--- src/rtl/mem_seq_pkg.sv ---
// Shared types and default timing for the core-memory cycle sequencer.
package mem_seq_pkg;

  localparam int unsigned ADDR_W        = 12;
  localparam int unsigned DATA_W        = 14;
  localparam int unsigned PHASE_W       = 4;
  localparam int unsigned READ_CYC_DEF  = 4;
  localparam int unsigned SENSE_AT_DEF  = 3;
  localparam int unsigned WRITE_CYC_DEF = 4;

  typedef enum logic [2:0] {
    IDLE   = 3'd0,
    SETUP  = 3'd1,
    READ   = 3'd2,
    SWITCH = 3'd3,
    WRITE  = 3'd4,
    DONE   = 3'd5
  } seqState_t;

  typedef enum logic {
    REQ_CPU = 1'b0,
    REQ_DAD = 1'b1
  } reqId_t;

  // Access parameters latched at grant time.
  typedef struct packed {
    logic [ADDR_W-1:0] addr;
    logic              syl;
    logic              wr;
    logic [DATA_W-1:0] wdata;
  } reqPayload_t;

endpackage

--- src/rtl/memory_cycle_sequencer_if.sv ---
// Requester-side access bus: one instance each for the CPU and the data adapter.
interface memReqIf;
  import mem_seq_pkg::*;

  logic              req;
  logic [ADDR_W-1:0] addr;
  logic              syl;
  logic              wr;
  logic [DATA_W-1:0] wdata;
  logic              gnt;
  logic              done;

  modport master (output req, addr, syl, wr, wdata, input gnt, done);
  modport slave  (input req, addr, syl, wr, wdata, output gnt, done);
endinterface

--- src/rtl/onehot_low_dec.sv ---
// 3-to-8 active-low one-hot decoder; all lines inactive (high) when disabled.
module onehot_low_dec (
  input  logic [2:0] sel,
  input  logic       en,
  output logic [7:0] dec_c
);

  // Pull the selected line low only while enabled.
  always_comb begin
    dec_c = 8'hFF;
    if (en) dec_c[sel] = 1'b0;
  end

endmodule

--- src/rtl/memory_cycle_sequencer.sv ---
// Core-memory read/restore cycle sequencer shared between the CPU and the data adapter.
// Every memory-side output is registered from next-state values, so gnt appears in SETUP
// and done appears in the IDLE clock that follows DONE.
module memory_cycle_sequencer
  import mem_seq_pkg::*;
#(
  parameter int unsigned READ_CYC  = READ_CYC_DEF,
  parameter int unsigned SENSE_AT  = SENSE_AT_DEF,
  parameter int unsigned WRITE_CYC = WRITE_CYC_DEF
) (
  input  logic              clk,
  input  logic              rstn,
  memReqIf.slave            cpu,
  memReqIf.slave            dad,
  output logic [DATA_W-1:0] rdata,
  input  logic [DATA_W-1:0] sa,
  output logic [7:0]        ax_n,
  output logic [7:0]        ay_n,
  output logic [7:0]        ax0_n,
  output logic [7:0]        ay0_n,
  output logic              syl0_n,
  output logic              syl1_n,
  output logic              rdm,
  output logic              rdm_n,
  output logic              sync,
  output logic              inhbs,
  output logic [DATA_W-1:0] bra,
  output logic              brov_a,
  output logic              brov_b
);

  seqState_t          state, nextState;
  logic [PHASE_W-1:0] phase, nextPhase;
  reqId_t             lastServed, winner;
  logic               granting;
  reqPayload_t        cur, nextCur, cpuPay, dadPay;
  logic [DATA_W-1:0]  senseReg, senseNext;
  logic               addrEn, restoreEn, senseNow;
  logic [7:0]         axNext, ayNext, ax0Next, ay0Next;
  logic               cpuGnt, dadGnt, cpuDone, dadDone;

  assign cpuPay = '{addr: cpu.addr, syl: cpu.syl, wr: cpu.wr, wdata: cpu.wdata};
  assign dadPay = '{addr: dad.addr, syl: dad.syl, wr: dad.wr, wdata: dad.wdata};

  assign cpu.gnt  = cpuGnt;
  assign dad.gnt  = dadGnt;
  assign cpu.done = cpuDone;
  assign dad.done = dadDone;
  assign brov_b   = 1'b0;

  // Round-robin arbitration in IDLE: on a tie the requester not served last wins.
  always_comb begin
    granting = 1'b0;
    winner   = REQ_CPU;
    if (state == IDLE) begin
      if (cpu.req && dad.req) begin
        granting = 1'b1;
        if (lastServed == REQ_DAD) winner = REQ_CPU;
        else                       winner = REQ_DAD;
      end else if (cpu.req) begin
        granting = 1'b1;
        winner   = REQ_CPU;
      end else if (dad.req) begin
        granting = 1'b1;
        winner   = REQ_DAD;
      end
    end
  end

  // Next-state and phase counter sequencing.
  always_comb begin
    nextState = state;
    nextPhase = phase;
    unique case (state)
      IDLE: begin
        nextPhase = '0;
        if (granting) nextState = SETUP;
      end
      SETUP: begin
        nextState = READ;
        nextPhase = PHASE_W'(1);
      end
      READ: begin
        if (phase == PHASE_W'(READ_CYC)) begin
          nextState = SWITCH;
          nextPhase = '0;
        end else begin
          nextPhase = phase + PHASE_W'(1);
        end
      end
      SWITCH: begin
        nextState = WRITE;
        nextPhase = PHASE_W'(1);
      end
      WRITE: begin
        if (phase == PHASE_W'(WRITE_CYC)) begin
          nextState = DONE;
          nextPhase = '0;
        end else begin
          nextPhase = phase + PHASE_W'(1);
        end
      end
      default: begin
        nextState = IDLE;
        nextPhase = '0;
      end
    endcase
  end

  // Datapath next values: latched access, sense capture, drive enables.
  always_comb begin
    nextCur = cur;
    if (granting) begin
      if (winner == REQ_CPU) nextCur = cpuPay;
      else                   nextCur = dadPay;
    end
    senseNow  = (state == READ) && (phase == PHASE_W'(SENSE_AT));
    senseNext = senseNow ? sa : senseReg;
    addrEn    = nextState inside {SETUP, READ, SWITCH, WRITE};
    restoreEn = nextState inside {SWITCH, WRITE};
  end

  onehot_low_dec uDecAx  (.sel(nextCur.addr[2:0]),  .en(addrEn), .dec_c(axNext));
  onehot_low_dec uDecAy  (.sel(nextCur.addr[5:3]),  .en(addrEn), .dec_c(ayNext));
  onehot_low_dec uDecAx0 (.sel(nextCur.addr[8:6]),  .en(addrEn), .dec_c(ax0Next));
  onehot_low_dec uDecAy0 (.sel(nextCur.addr[11:9]), .en(addrEn), .dec_c(ay0Next));

  // State register.
  always_ff @(posedge clk) begin
    if (!rstn) begin
      state <= IDLE;
      phase <= '0;
    end else begin
      state <= nextState;
      phase <= nextPhase;
    end
  end

  // Latched access, sense register and round-robin history.
  always_ff @(posedge clk) begin
    if (!rstn) begin
      cur        <= '0;
      senseReg   <= '0;
      lastServed <= REQ_DAD;
    end else begin
      cur      <= nextCur;
      senseReg <= senseNext;
      if (granting) lastServed <= winner;
    end
  end

  // Registered memory drives and requester handshakes.
  always_ff @(posedge clk) begin
    if (!rstn) begin
      ax_n    <= 8'hFF;
      ay_n    <= 8'hFF;
      ax0_n   <= 8'hFF;
      ay0_n   <= 8'hFF;
      syl0_n  <= 1'b1;
      syl1_n  <= 1'b1;
      rdm     <= 1'b0;
      rdm_n   <= 1'b1;
      sync    <= 1'b0;
      inhbs   <= 1'b1;
      bra     <= '0;
      brov_a  <= 1'b0;
      cpuGnt  <= 1'b0;
      dadGnt  <= 1'b0;
      cpuDone <= 1'b0;
      dadDone <= 1'b0;
      rdata   <= '0;
    end else begin
      ax_n    <= axNext;
      ay_n    <= ayNext;
      ax0_n   <= ax0Next;
      ay0_n   <= ay0Next;
      syl0_n  <= !(addrEn && !nextCur.syl);
      syl1_n  <= !(addrEn && nextCur.syl);
      rdm     <= nextState inside {SETUP, READ};
      rdm_n   <= !(nextState inside {SETUP, READ});
      sync    <= nextState inside {READ, WRITE};
      inhbs   <= !((nextState == READ) && (nextPhase == PHASE_W'(SENSE_AT)));
      if (restoreEn) begin
        bra    <= nextCur.wr ? nextCur.wdata : senseNext;
        brov_a <= 1'b1;
      end else begin
        bra    <= '0;
        brov_a <= 1'b0;
      end
      cpuGnt  <= granting && (winner == REQ_CPU);
      dadGnt  <= granting && (winner == REQ_DAD);
      cpuDone <= (state == DONE) && (lastServed == REQ_CPU);
      dadDone <= (state == DONE) && (lastServed == REQ_DAD);
      if ((state == WRITE) && (nextState == DONE)) rdata <= senseReg;
    end
  end

endmodule

--- src/flat_wrapper.sv ---
// flat-port wrapper written by rule: the top's interface ports become plain ports
module memory_cycle_sequencer_flat import mem_seq_pkg::*;
#(
  parameter int unsigned READ_CYC  = READ_CYC_DEF,
  parameter int unsigned SENSE_AT  = SENSE_AT_DEF,
  parameter int unsigned WRITE_CYC = WRITE_CYC_DEF
)
  (clk, rstn, rdata, sa, ax_n, ay_n, ax0_n, ay0_n, syl0_n, syl1_n, rdm, rdm_n, sync, inhbs, bra, brov_a, brov_b, cpu_req, cpu_addr, cpu_syl, cpu_wr, cpu_wdata, cpu_gnt, cpu_done, dad_req, dad_addr, dad_syl, dad_wr, dad_wdata, dad_gnt, dad_done);
  memReqIf cpu_i ();
  memReqIf dad_i ();
  input  logic clk;
  input  logic rstn;
  output logic [DATA_W-1:0] rdata;
  input  logic [DATA_W-1:0] sa;
  output logic [7:0] ax_n;
  output logic [7:0] ay_n;
  output logic [7:0] ax0_n;
  output logic [7:0] ay0_n;
  output logic syl0_n;
  output logic syl1_n;
  output logic rdm;
  output logic rdm_n;
  output logic sync;
  output logic inhbs;
  output logic [DATA_W-1:0] bra;
  output logic brov_a;
  output logic brov_b;
  input wire logic [$bits(cpu_i.req)-1:0] cpu_req;
  input wire logic [$bits(cpu_i.addr)-1:0] cpu_addr;
  input wire logic [$bits(cpu_i.syl)-1:0] cpu_syl;
  input wire logic [$bits(cpu_i.wr)-1:0] cpu_wr;
  input wire logic [$bits(cpu_i.wdata)-1:0] cpu_wdata;
  output wire logic [$bits(cpu_i.gnt)-1:0] cpu_gnt;
  output wire logic [$bits(cpu_i.done)-1:0] cpu_done;
  input wire logic [$bits(dad_i.req)-1:0] dad_req;
  input wire logic [$bits(dad_i.addr)-1:0] dad_addr;
  input wire logic [$bits(dad_i.syl)-1:0] dad_syl;
  input wire logic [$bits(dad_i.wr)-1:0] dad_wr;
  input wire logic [$bits(dad_i.wdata)-1:0] dad_wdata;
  output wire logic [$bits(dad_i.gnt)-1:0] dad_gnt;
  output wire logic [$bits(dad_i.done)-1:0] dad_done;
  assign cpu_i.req = cpu_req;
  assign cpu_i.addr = cpu_addr;
  assign cpu_i.syl = cpu_syl;
  assign cpu_i.wr = cpu_wr;
  assign cpu_i.wdata = cpu_wdata;
  assign cpu_gnt = cpu_i.gnt;
  assign cpu_done = cpu_i.done;
  assign dad_i.req = dad_req;
  assign dad_i.addr = dad_addr;
  assign dad_i.syl = dad_syl;
  assign dad_i.wr = dad_wr;
  assign dad_i.wdata = dad_wdata;
  assign dad_gnt = dad_i.gnt;
  assign dad_done = dad_i.done;
  memory_cycle_sequencer #(.READ_CYC(READ_CYC), .SENSE_AT(SENSE_AT), .WRITE_CYC(WRITE_CYC)) u_core (.clk(clk), .rstn(rstn), .cpu(cpu_i), .dad(dad_i), .rdata(rdata), .sa(sa), .ax_n(ax_n), .ay_n(ay_n), .ax0_n(ax0_n), .ay0_n(ay0_n), .syl0_n(syl0_n), .syl1_n(syl1_n), .rdm(rdm), .rdm_n(rdm_n), .sync(sync), .inhbs(inhbs), .bra(bra), .brov_a(brov_a), .brov_b(brov_b));
endmodule
--- config.mk ---
export PLATFORM = sky130hd
export DESIGN_NAME = memory_cycle_sequencer_flat
export DESIGN_NICKNAME = d
export VERILOG_FILES = /design/src/rtl/mem_seq_pkg.sv /design/src/rtl/memory_cycle_sequencer_if.sv /design/src/rtl/onehot_low_dec.sv /design/src/rtl/memory_cycle_sequencer.sv /design/src/flat_wrapper.sv
export SDC_FILE = /design/constraint.sdc
export NUM_CORES = 1
export LEC_CHECK = 0
export BUFFER_PORTS_ARGS = -buffer_cell sky130_fd_sc_hd__buf_4
export CORE_AREA = 5 5 102 104
export CTS_CLUSTER_SIZE = 14
export DETAILED_ROUTE_END_ITERATION = 6
export DIE_AREA = 0 0 107 109
export HOLD_SLACK_MARGIN = 0.15
export PLACE_DENSITY_LB_ADDON = 0.3
export REMOVE_ABC_BUFFERS = 1
export SYNTH_ARGS = -nofsm -noshare
export SYNTH_HDL_FRONTEND = slang
export SYNTH_SLANG_ARGS = --single-unit
--- constraint.sdc ---
create_clock -name clk -period 2.2 [get_ports clk]
set_input_delay 0.22 -clock clk [delete_from_list [all_inputs] [get_ports clk]]
set_output_delay 0.22 -clock clk [all_outputs]
set_load 0.01 [all_outputs]
==> flow_metrics.env, run 1 <==
export IMPL_run_status="finished clean"
export IMPL_yosysWarnings=0
export IMPL_ys_top_cells_by_count="121 x dfxtp_1, 59 x nand2_1, 39 x nor2_1"
export IMPL_r2r_start="u_core.state[1]"
export IMPL_grt_max_degree=42
export IMPL_synth_cells=457
export IMPL_clk_path_buf_depth=2
export IMPL_endpoint_kind="register"
export IMPL_yosysTopAreaCellShare_pct=53.6
export IMPL_worstHoldStart="cpu_addr[7]"
export IMPL_min_path_type="in -> reg"
export IMPL_dp_hpwl_microns=8470
export IMPL_grt_overflow=0
export IMPL_synth_ff_type="dfxtp_1"
export IMPL_multiInputGateArea_sq_um=1930
export IMPL_final_nets=728
export IMPL_drt_iter0_drc=177
export IMPL_cts_tree="yes"
export IMPL_skew_ns=0.00683
export IMPL_clk_latency_ns=0.51
export IMPL_irDropWorstVdd_uv=578
export IMPL_regArea_sq_um=2420
export IMPL_setup_viol=0
export IMPL_synth_area_sq_um=4520
export IMPL_antenna_found_initial=0
export IMPL_crit_required_ns=2.65
export IMPL_yosysTopAreaCell="dfxtp_1"
export IMPL_critPathMaxFanout=11
export IMPL_cts_root_buf="clkbuf_8"
export IMPL_n_fill_cell=670
export IMPL_die_w_microns=107
export IMPL_power_density_nw_per_um2=971
export IMPL_drive_above_1_share_pct=33.5
export IMPL_rows=36
export IMPL_synth_cell_types=48
export IMPL_syn_avg_cell_area_sq_um=9.88
export IMPL_whs_endpoint="u_core.ax0_n[7]"
export IMPL_gp_congestion=0.930
export IMPL_finalHoldViolations=0
export IMPL_regToRegEndpoint="u_core.cur[15]"
export IMPL_ios=146
export IMPL_post_synth_top_count_cell="dfxtp_1"
export IMPL_vias=3968
export IMPL_synth_area_leaders="dfxtp_1 54%, a221o_1 5.1%, nand2_1 4.9%"
export IMPL_max_cap_violations=0
export IMPL_r2r_setup_slack_ns=0.17
export IMPL_rsz0062_at_grt="false"
export IMPL_post_route_period_util_pct=92.3
export IMPL_post_cts_setup_buffers=0
export IMPL_critPathArrivalTime_ns=2.48
export IMPL_grt_pass1_vias=4026
export IMPL_wl_microns=12200
export IMPL_clkSinkCount=121
export IMPL_track_usage_pct=21.2
export IMPL_clk_pin_slew_ns=0.06
export IMPL_critPathKind="reg -> reg"
export IMPL_async_flop_share_pct=0
export IMPL_viasPerCell=5.09
export IMPL_p_leak_nw=3.03
export IMPL_hold_path_depth=3
export IMPL_dpl_worst_slack_ns=0.298
export IMPL_synth_edf_count=0
export IMPL_slew_viol_final=0
export IMPL_coreArea_sq_um=9460
export IMPL_cts_htree_levels=4
export IMPL_diodes=0
export IMPL_port_buffers=144
export IMPL_drc=0
export IMPL_dieArea_sq_um=11700
export IMPL_synth_seq_area_share_pct=53.6
export IMPL_max_freq_ghz=0.493
export IMPL_final_core_util_pct=71.9
export IMPL_syn2layout_area_growth_pct=50.5
export IMPL_start_util_pct=47.8
export IMPL_cts_buffers=17
export IMPL_yosys_register_bits=121
export IMPL_dr_pass1_iters=4
export IMPL_grt_pass1_wl_microns=19400
export IMPL_fp_dieH_microns=109
export IMPL_finalCriticalPeriod_ns=2.03
export IMPL_cp_start_kind="register"
export IMPL_wl_per_cell_microns=15.6
export IMPL_ant_nets=0
export IMPL_reg2reg_depth=6
export IMPL_worst_slack_ns=0.170
-- worst max-delay path by stage --
stage / to / start / slack [ns]
final: u_core.cur[15] / u_core.state[1] / 0.17
after global placement: u_core.ay0_n[6] / u_core.state[1] / 0.38
after floorplan: u_core.bra[10] / u_core.state[1] / -1.32
after CTS: u_core.cur[15] / u_core.state[1] / 0.15
after detailed placement: u_core.ax0_n[6] / u_core.state[1] / 0.30
after global routing: u_core.cur[15] / u_core.state[1] / 0.01
-- through the flow --
step | power, mW | setup TNS (ns) | hold WS, ns | instances | area, sq um
2_1_floorplan | 3.17 | -23.78 | 0.292 | 428 | 4370
3_3_place_gp | 3.66 | 0 | 0.439 | 704 | 5740
3_5_place_dp | 3.69 | 0 | 0.443 | 704 | 5740
4_1_cts | 6.64 | 0 | 0.153 | 779 | 6800
6_report | 6.60 | 0 | 0.177 | 779 | 6800
5_1_grt | 6.88 | 0 | 0.185 | 779 | 6800
-- kinds of logic after synthesis --
logic type	Yosys count	share of synthesized area (%)
compound gates	74	14.3
flops	121	53.6
mux	15	3.32
simple gates	207	23.8
xor+xnor	3	0.582
other cells	1	0.0830
buf+inv	34	3.71
fa+ha+maj	2	0.554
-- where the power goes --
part           total (mW)  internal [mW]  switching (mW)
sequential           2.43           2.37          0.0676
clock                2.89           1.88            1.00
combinational        1.28          0.612           0.668
-- registers in the layout, summed over array words and instances, names as in the netlist --
register / flops
u_core.ax0_n: 8
u_core.ax_n: 8
u_core.ay0_n: 8
u_core.ay_n: 8
u_core.bra: 14
u_core.brov_a: 1
u_core.cpu.done: 1
u_core.cpu.gnt: 1
u_core.cur: 28
u_core.dad.done: 1
u_core.dad.gnt: 1
u_core.inhbs: 1
u_core.lastServed: 1
u_core.phase: 4
u_core.rdata: 14
u_core.rdm: 1
u_core.rdm_n: 1
u_core.senseReg: 14
u_core.state: 3
u_core.syl0_n: 1
u_core.syl1_n: 1
u_core.sync: 1
-- critical path: stages (launching register included) --
cell,delay (ns)
dfxtp_1,0.34
nor3_4,0.38
nor3b_4,0.26
buf_4,0.21
nand2_1,0.08
a21oi_1,0.15
dlygate4sd3_1,0.56
-- cell type report --
cell class / count / area share [%]
sequential: 121 / 35.6
tap: 114 / 2.10
inverter: 5 / 0.276
timing repair buffer: 205 / 24.4
clock inverter: 13 / 2.80
clock buffer: 19 / 6.35
multi-input combinational: 302 / 28.4
-- routing by layer --
| layer | vias up | track usage (%) | part of all wire [%] |
|---|---|---|---|
| li1 | 1976 | - | - |
| met1 | 1824 | 24.7 | 41 |
| met2 | 139 | 36.3 | 50 |
| met3 | 29 | 6.16 | 6.8 |
| met4 | 0 | 9.22 | 2.4 |
| met5 | - | 0 | 0 |
-- timing repair --
item,in CTS,in global routing
resized for setup,0,0
endpoints found under the hold margin,72,0
hold buffers,43,0
-- placed cells by master (no fill, tap or decap), types with 13 or more instances in the layout --
cell / count
nand3_1: 13
a21oi_1: 20
nor2b_1: 15
nor2_1: 39
and3_1: 27
nand2_1: 59
mux2i_1: 15
dfxtp_1: 121
clkbuf_16: 16
a221o_1: 23
dlygate4sd3_1: 43
a211oi_2: 14
buf_4: 161
and2_1: 27
Note: power is estimated with default switching activity, not from simulation.
==> inputs of run 2 (changes only) <==
--- a/config.mk
+++ b/config.mk
@@ -5,11 +5,12 @@
 export SDC_FILE = /design/constraint.sdc
 export NUM_CORES = 1
 export LEC_CHECK = 0
+export ABC_AREA = 1
 export BUFFER_PORTS_ARGS = -buffer_cell sky130_fd_sc_hd__buf_4
-export CORE_AREA = 5 5 102 104
+export CORE_AREA = 5 5 105 107
 export CTS_CLUSTER_SIZE = 14
 export DETAILED_ROUTE_END_ITERATION = 6
-export DIE_AREA = 0 0 107 109
+export DIE_AREA = 0 0 110 112
 export HOLD_SLACK_MARGIN = 0.15
 export PLACE_DENSITY_LB_ADDON = 0.3
 export REMOVE_ABC_BUFFERS = 1
==> run 2 against run 1 <==
- clock power fell by 15%
- maximum frequency fell by 0.45%
- synthesized area rose by 9.3%
- worst setup slack got worse by 0.0092 ns
- utilization rose by 1.2 points
- global-route usage rose by 2.2 points
- total power fell by 4.0%
- non-clock buffer count rose by 18
- final cell count rose by 34%
- combinational power rose by 16%
- hold slack got worse by 0.014 ns
- critical endpoint is now u_core.cur[21]
- sequential power barely moved
==> flow_metrics.env, run 2 <==
export IMPL_yosysTopAreaCell="dfxtp_1"
export IMPL_rows=37
export IMPL_clk_pin_slew_ns=0.06
export IMPL_synth_ff_type="dfxtp_1"
export IMPL_endpoint_kind="register"
export IMPL_diodes=0
export IMPL_crit_required_ns=2.65
export IMPL_p_leak_nw=3.59
export IMPL_max_slew_margin_pct=66.5
export IMPL_critPathArrivalTime_ns=2.49
export IMPL_synth_edf_count=0
export IMPL_cts_root_buf="clkbuf_8"
export IMPL_grt_pass1_vias=4976
export IMPL_top_register="u_core.cur"
export IMPL_synth_cells=683
export IMPL_clk_latency_ns=0.51
export IMPL_yosysTopAreaCellShare_pct=49.1
export IMPL_drive_above_1_share_pct=23.8
export IMPL_ant_nets=0
export IMPL_grt_overflow=0
export IMPL_drt_iter0_drc=230
export IMPL_clk_path_buf_depth=2
export IMPL_coreArea_sq_um=10000
export IMPL_dieArea_sq_um=12300
export IMPL_ys_top_cells_by_count="176 x nand2_1, 135 x nor2_1, 121 x dfxtp_1"
export IMPL_max_freq_ghz=0.490
export IMPL_synth_cell_types=27
export IMPL_clkSinkCount=121
export IMPL_drc=0
export IMPL_cts_buffers=17
export IMPL_skew_ns=0.00735
export IMPL_syn2layout_area_growth_pct=48.7
export IMPL_n_fill_cell=737
export IMPL_async_flop_share_pct=0
export IMPL_synth_seq_area_share_pct=49.1
export IMPL_start_util_pct=49.1
export IMPL_cp_start_kind="register"
export IMPL_final_nets=970
export IMPL_post_cts_setup_buffers=0
export IMPL_min_path_type="in -> reg"
export IMPL_port_buffers=144
export IMPL_grt_pass1_wl_microns=23000
export IMPL_dr_pass1_iters=5
export IMPL_wl_microns=13900
export IMPL_track_usage_pct=23.4
export IMPL_gp_congestion=0.906
export IMPL_post_route_period_util_pct=92.7
export IMPL_vias=4950
export IMPL_max_cap_violations=0
export IMPL_die_w_microns=110
export IMPL_rsz0062_at_grt="false"
export IMPL_final_cell_mix="176 x nand2_1, 151 x buf_4, 135 x nor2_1"
export IMPL_antenna_found_initial=0
export IMPL_synth_area_leaders="dfxtp_1 49%, nand2_1 13%, nor2_1 10%"
export IMPL_ios=146
export IMPL_critPathMaxFanout=21
export IMPL_setup_viol=0
export IMPL_wl_per_cell_microns=13.3
export IMPL_cts_tree="yes"
export IMPL_cts_htree_levels=4
export IMPL_slew_viol_final=0
export IMPL_critPathKind="reg -> reg"
export IMPL_yosysWarnings=0
export IMPL_total_power_mw=6.33
export IMPL_post_synth_top_count_cell="nand2_1"
export IMPL_yosys_register_bits=121
export IMPL_finalCriticalPeriod_ns=2.04
export IMPL_syn_avg_cell_area_sq_um=7.23
export IMPL_fp_dieH_microns=112
export IMPL_viasPerCell=4.75
export IMPL_tns_ns=0
export IMPL_power_density_nw_per_um2=863
export IMPL_largest_reg_flops=28
export IMPL_synth_area_sq_um=4940
export IMPL_mostFrequentLayoutCell="nand2_1"
export IMPL_run_status="finished clean"
export IMPL_grt_max_degree=35
export IMPL_irDropWorstVdd_uv=474
export IMPL_worst_pin_slew_ns=0.502
export IMPL_finalHoldViolations=0
export IMPL_dp_hpwl_microns=9270
-- run 2: area by class of cell --
type                            instances  area, sq um  area share (%)
Tap cell                              136          170            2.32
Clock buffer                           19          422            5.74
Inverter                               67          254            3.46
Multi-Input combinational cell        464         2100            28.6
Sequential cell                       121         2420            33.0
Timing Repair Buffer                  223         1870            25.4
Clock inverter                         13          106            1.45
-- run 2: worst max-delay path: stages (launching register included) --
cell and delay (ns):
dfxtp_1 0.35, nor2_4 0.17, nand2_2 0.11, inv_4 0.15, buf_6 0.23, nand3_1 0.13, nand2_1 0.08, nor2_1 0.06
dlygate4sd3_1 0.57, nor2_1 0.11
-- run 2: what timing repair did --
| item | in CTS | in global routing |
|---|---|---|
| hold buffers | 69 | 0 |
| resized for setup | 0 | 7 |
| endpoints found under the setup margin | 0 | 29 |
| hold endpoints to repair | 61 | 0 |
-- run 2: layer usage --
layer	GRT usage, %	vias to the layer above	wire, microns
li1	-	2526	-
met1	29.2	2197	5810
met2	37.9	193	6670
met3	5.68	34	1030
met4	10.1	0	359
met5	0	-	0
-- run 2: worst paths after layout --
kind / slack, ns / start / endpoint / depth (start not counted)
worst max-delay path: 0.16 / u_core.state[1] / u_core.cur[21] / 9
worst min-delay path: 0.16 / cpu_wdata[6] / u_core.bra[6] / 7
worst max register to register: 0.16 / u_core.state[1] / u_core.cur[21] / 9
worst min register to register: 0.46 / u_core.senseReg[11] / u_core.rdata[11] / 2
-- run 2: kinds of logic after synthesis --
group / Yosys count / synth area share [%]
xor+xnor: 2 / 0.355
simple gates: 421 / 37.1
flops: 121 / 49.1
other cells: 1 / 0.0760
compound gates: 37 / 3.80
fa+ha+maj: 2 / 0.507
buf+inv: 99 / 9.10
-- run 2: power by group --
group          leakage, nW  internal [mW]  switching, mW
clock                0.261           1.48          0.965
combinational         2.35          0.646          0.843
sequential           0.985           2.35         0.0541
total                 3.59           4.47           1.86
-- run 2: stage by stage --
step / area (sq um) / setup slack [ns] / util [%] / hold WS (ns) / cells
2_1_floorplan: 4740 / -0.438 / - / 0.321 / 651
3_3_place_gp: 6080 / 0.462 / 60.5 / 0.447 / 941
3_5_place_dp: 6080 / 0.362 / 60.5 / 0.449 / 941
4_1_cts: 7300 / 0.0142 / 72.7 / 0.152 / 1042
5_1_grt: 7340 / 0.0172 / 73.1 / 0.195 / 1043
6_report: 7340 / 0.161 / 73.1 / 0.163 / 1043
==> inputs of run 3 (changes only) <==
==> constraint.sdc (replaced) <==
create_clock -name clk -period 2.1 [get_ports clk]
set_input_delay 0.42 -clock clk [delete_from_list [all_inputs] [get_ports clk]]
set_output_delay 0.42 -clock clk [all_outputs]
set_load 0.01 [all_outputs]
==> run 3 against run 2 <==
- critical path depth did not move
- sequential power up 5%
- total power up 5.7%
- utilization fell by 6.3 points
- count of clock-buffer cells in the layout down 1
- die area did not move
- non-clock buffer count shrank 66
- final cell count decreased by 6.3%
- global-route usage is 2.4 points lower
- hold slack improved by 0.089 ns
- clock power grew 18%
- register-to-register slack about the same
==> flow_metrics.env, run 3 (synthesis gave the netlist of run 2 again) <==
export IMPL_run_status="finished clean"
export IMPL_clkSinkCount=121
export IMPL_antenna_found_initial=0
export IMPL_irDropWorstVdd_uv=536
export IMPL_drive_above_1_share_pct=26.3
export IMPL_worst_slack_ns=0.175
export IMPL_clk_latency_ns=0.51
export IMPL_dpl_worst_slack_ns=0.149
export IMPL_cts_hold_buf=0
export IMPL_rsz0062_at_grt="false"
export IMPL_path_delay_family="simple AND/OR/NAND/NOR gates"
export IMPL_drt_iter0_drc=288
export IMPL_crit_buf_inv=1
export IMPL_finalCriticalPeriod_ns=1.92
export IMPL_cts_tree="yes"
export IMPL_p_leak_nw=3.36
export IMPL_power_density_nw_per_um2=999
export IMPL_clk_pin_slew_ns=0.06
export IMPL_critPathArrivalTime_ns=2.37
export IMPL_final_nets=904
export IMPL_clk_path_buf_depth=2
export IMPL_rows=37
export IMPL_diodes=0
export IMPL_largest_reg_flops=28
export IMPL_place_area_sq_um=6090
export IMPL_track_usage_pct=21.0
export IMPL_n_fill_cell=830
export IMPL_fp_dieH_microns=112
export IMPL_crit_required_ns=2.54
export IMPL_mostFrequentLayoutCell="nand2_1"
export IMPL_vias=4672
export IMPL_slowest_delay_ns=0.42
export IMPL_cts_root_buf="clkbuf_8"
export IMPL_dieArea_sq_um=12300
export IMPL_switching_share_pct=28.6
export IMPL_min_path_type="in -> reg"
export IMPL_skew_ns=0.00845
export IMPL_critPathKind="reg -> reg"
export IMPL_die_w_microns=110
export IMPL_r2r_setup_slack_ns=0.18
export IMPL_ios=146
export IMPL_max_cap_violations=0
export IMPL_max_freq_ghz=0.520
export IMPL_internal_power_mw=4.78
export IMPL_ctsResizeCount=0
export IMPL_dp_hpwl_microns=9200
export IMPL_wl_microns=12900
export IMPL_grt_max_degree=35
export IMPL_finalHoldViolations=0
export IMPL_wl_per_cell_microns=13.2
export IMPL_power_frac_seq_pct=37.5
export IMPL_slew_viol_final=0
export IMPL_endpoint_kind="register"
export IMPL_dr_pass1_iters=5
export IMPL_top_register="u_core.cur"
export IMPL_post_cts_setup_buffers=0
export IMPL_drc=0
export IMPL_cp_slowest_cell="nand3_2"
export IMPL_grt_pass1_wl_microns=20600
export IMPL_gp_congestion=0.877
export IMPL_ant_nets=0
export IMPL_netSwitchingPower_mw=1.92
export IMPL_cp_start_kind="register"
export IMPL_clkPwrFrac_pct=43.1
export IMPL_coreArea_sq_um=10000
export IMPL_critPathMaxFanout=22
export IMPL_grt_overflow=0
export IMPL_final_core_util_pct=66.7
export IMPL_viasPerCell=4.78
export IMPL_final_cell_mix="176 x nand2_1, 157 x buf_4, 135 x nor2_1"
export IMPL_port_buffers=144
export IMPL_post_route_period_util_pct=91.7
export IMPL_p_comb_share_pct=19.4
export IMPL_final_cell_area_sq_um=6700
export IMPL_total_power_mw=6.70
export IMPL_start_util_pct=49.1
export IMPL_setup_viol=0
export IMPL_path_cells="nor2_4, nand2_2, inv_2, nand3_2, nor2_1, nor2_2, nand2_1, nor2_1, nand2_1"
export IMPL_grt_pass1_vias=4495
export IMPL_cts_buffers=17
export IMPL_syn2layout_area_growth_pct=35.8
export IMPL_cts_htree_levels=4
-- run 3: power by group through the flow --
stage | Sequential, mW | Clock [mW] | Combinational [mW]
floorplan | 2.59 | 0 | 0.761
global placement | 2.55 | 0 | 1.25
detailed placement | 2.56 | 0 | 1.28
CTS | 2.51 | 2.93 | 1.29
global route | 2.52 | 3.04 | 1.46
finish | 2.51 | 2.88 | 1.30
-- run 3: stage by stage --
| stage | cells | hold WS, ns | setup TNS (ns) |
|---|---|---|---|
| floorplan | 651 | 0.429 | -19.42 |
| detailed placement | 944 | 0.450 | 0 |
| global route | 977 | 0.274 | 0 |
| global placement | 944 | 0.441 | 0 |
| CTS | 976 | 0.232 | 0 |
| finish | 977 | 0.252 | 0 |
-- run 3: per-layer routing --
metal  up-vias  part of all wire, %  GRT usage [%]
met5         -                    0              0
met4         0                  1.3           7.40
met3        15                  7.9           4.64
met2       166                   48           34.5
met1      2095                   43           26.8
li1       2396                    -              -
-- run 3: worst paths after layout --
check | to | from | cells past startpoint
hold / removal | u_core.lastServed | rstn | 2
setup / recovery | u_core.ax_n[5] | u_core.state[1] | 9
hold reg to reg | u_core.rdata[11] | u_core.senseReg[11] | 2
setup reg to reg | u_core.ax_n[5] | u_core.state[1] | 9
-- run 3: layout make-up --
cell class                      count  area [sq um]  area share, %
Clock buffer                       18           428           6.38
Clock inverter                     14           174           2.59
Inverter                           67           251           3.75
Multi-Input combinational cell    464          2080           31.0
Sequential cell                   121          2420           36.1
Tap cell                          136           170           2.54
Timing Repair Buffer              157          1180           17.6
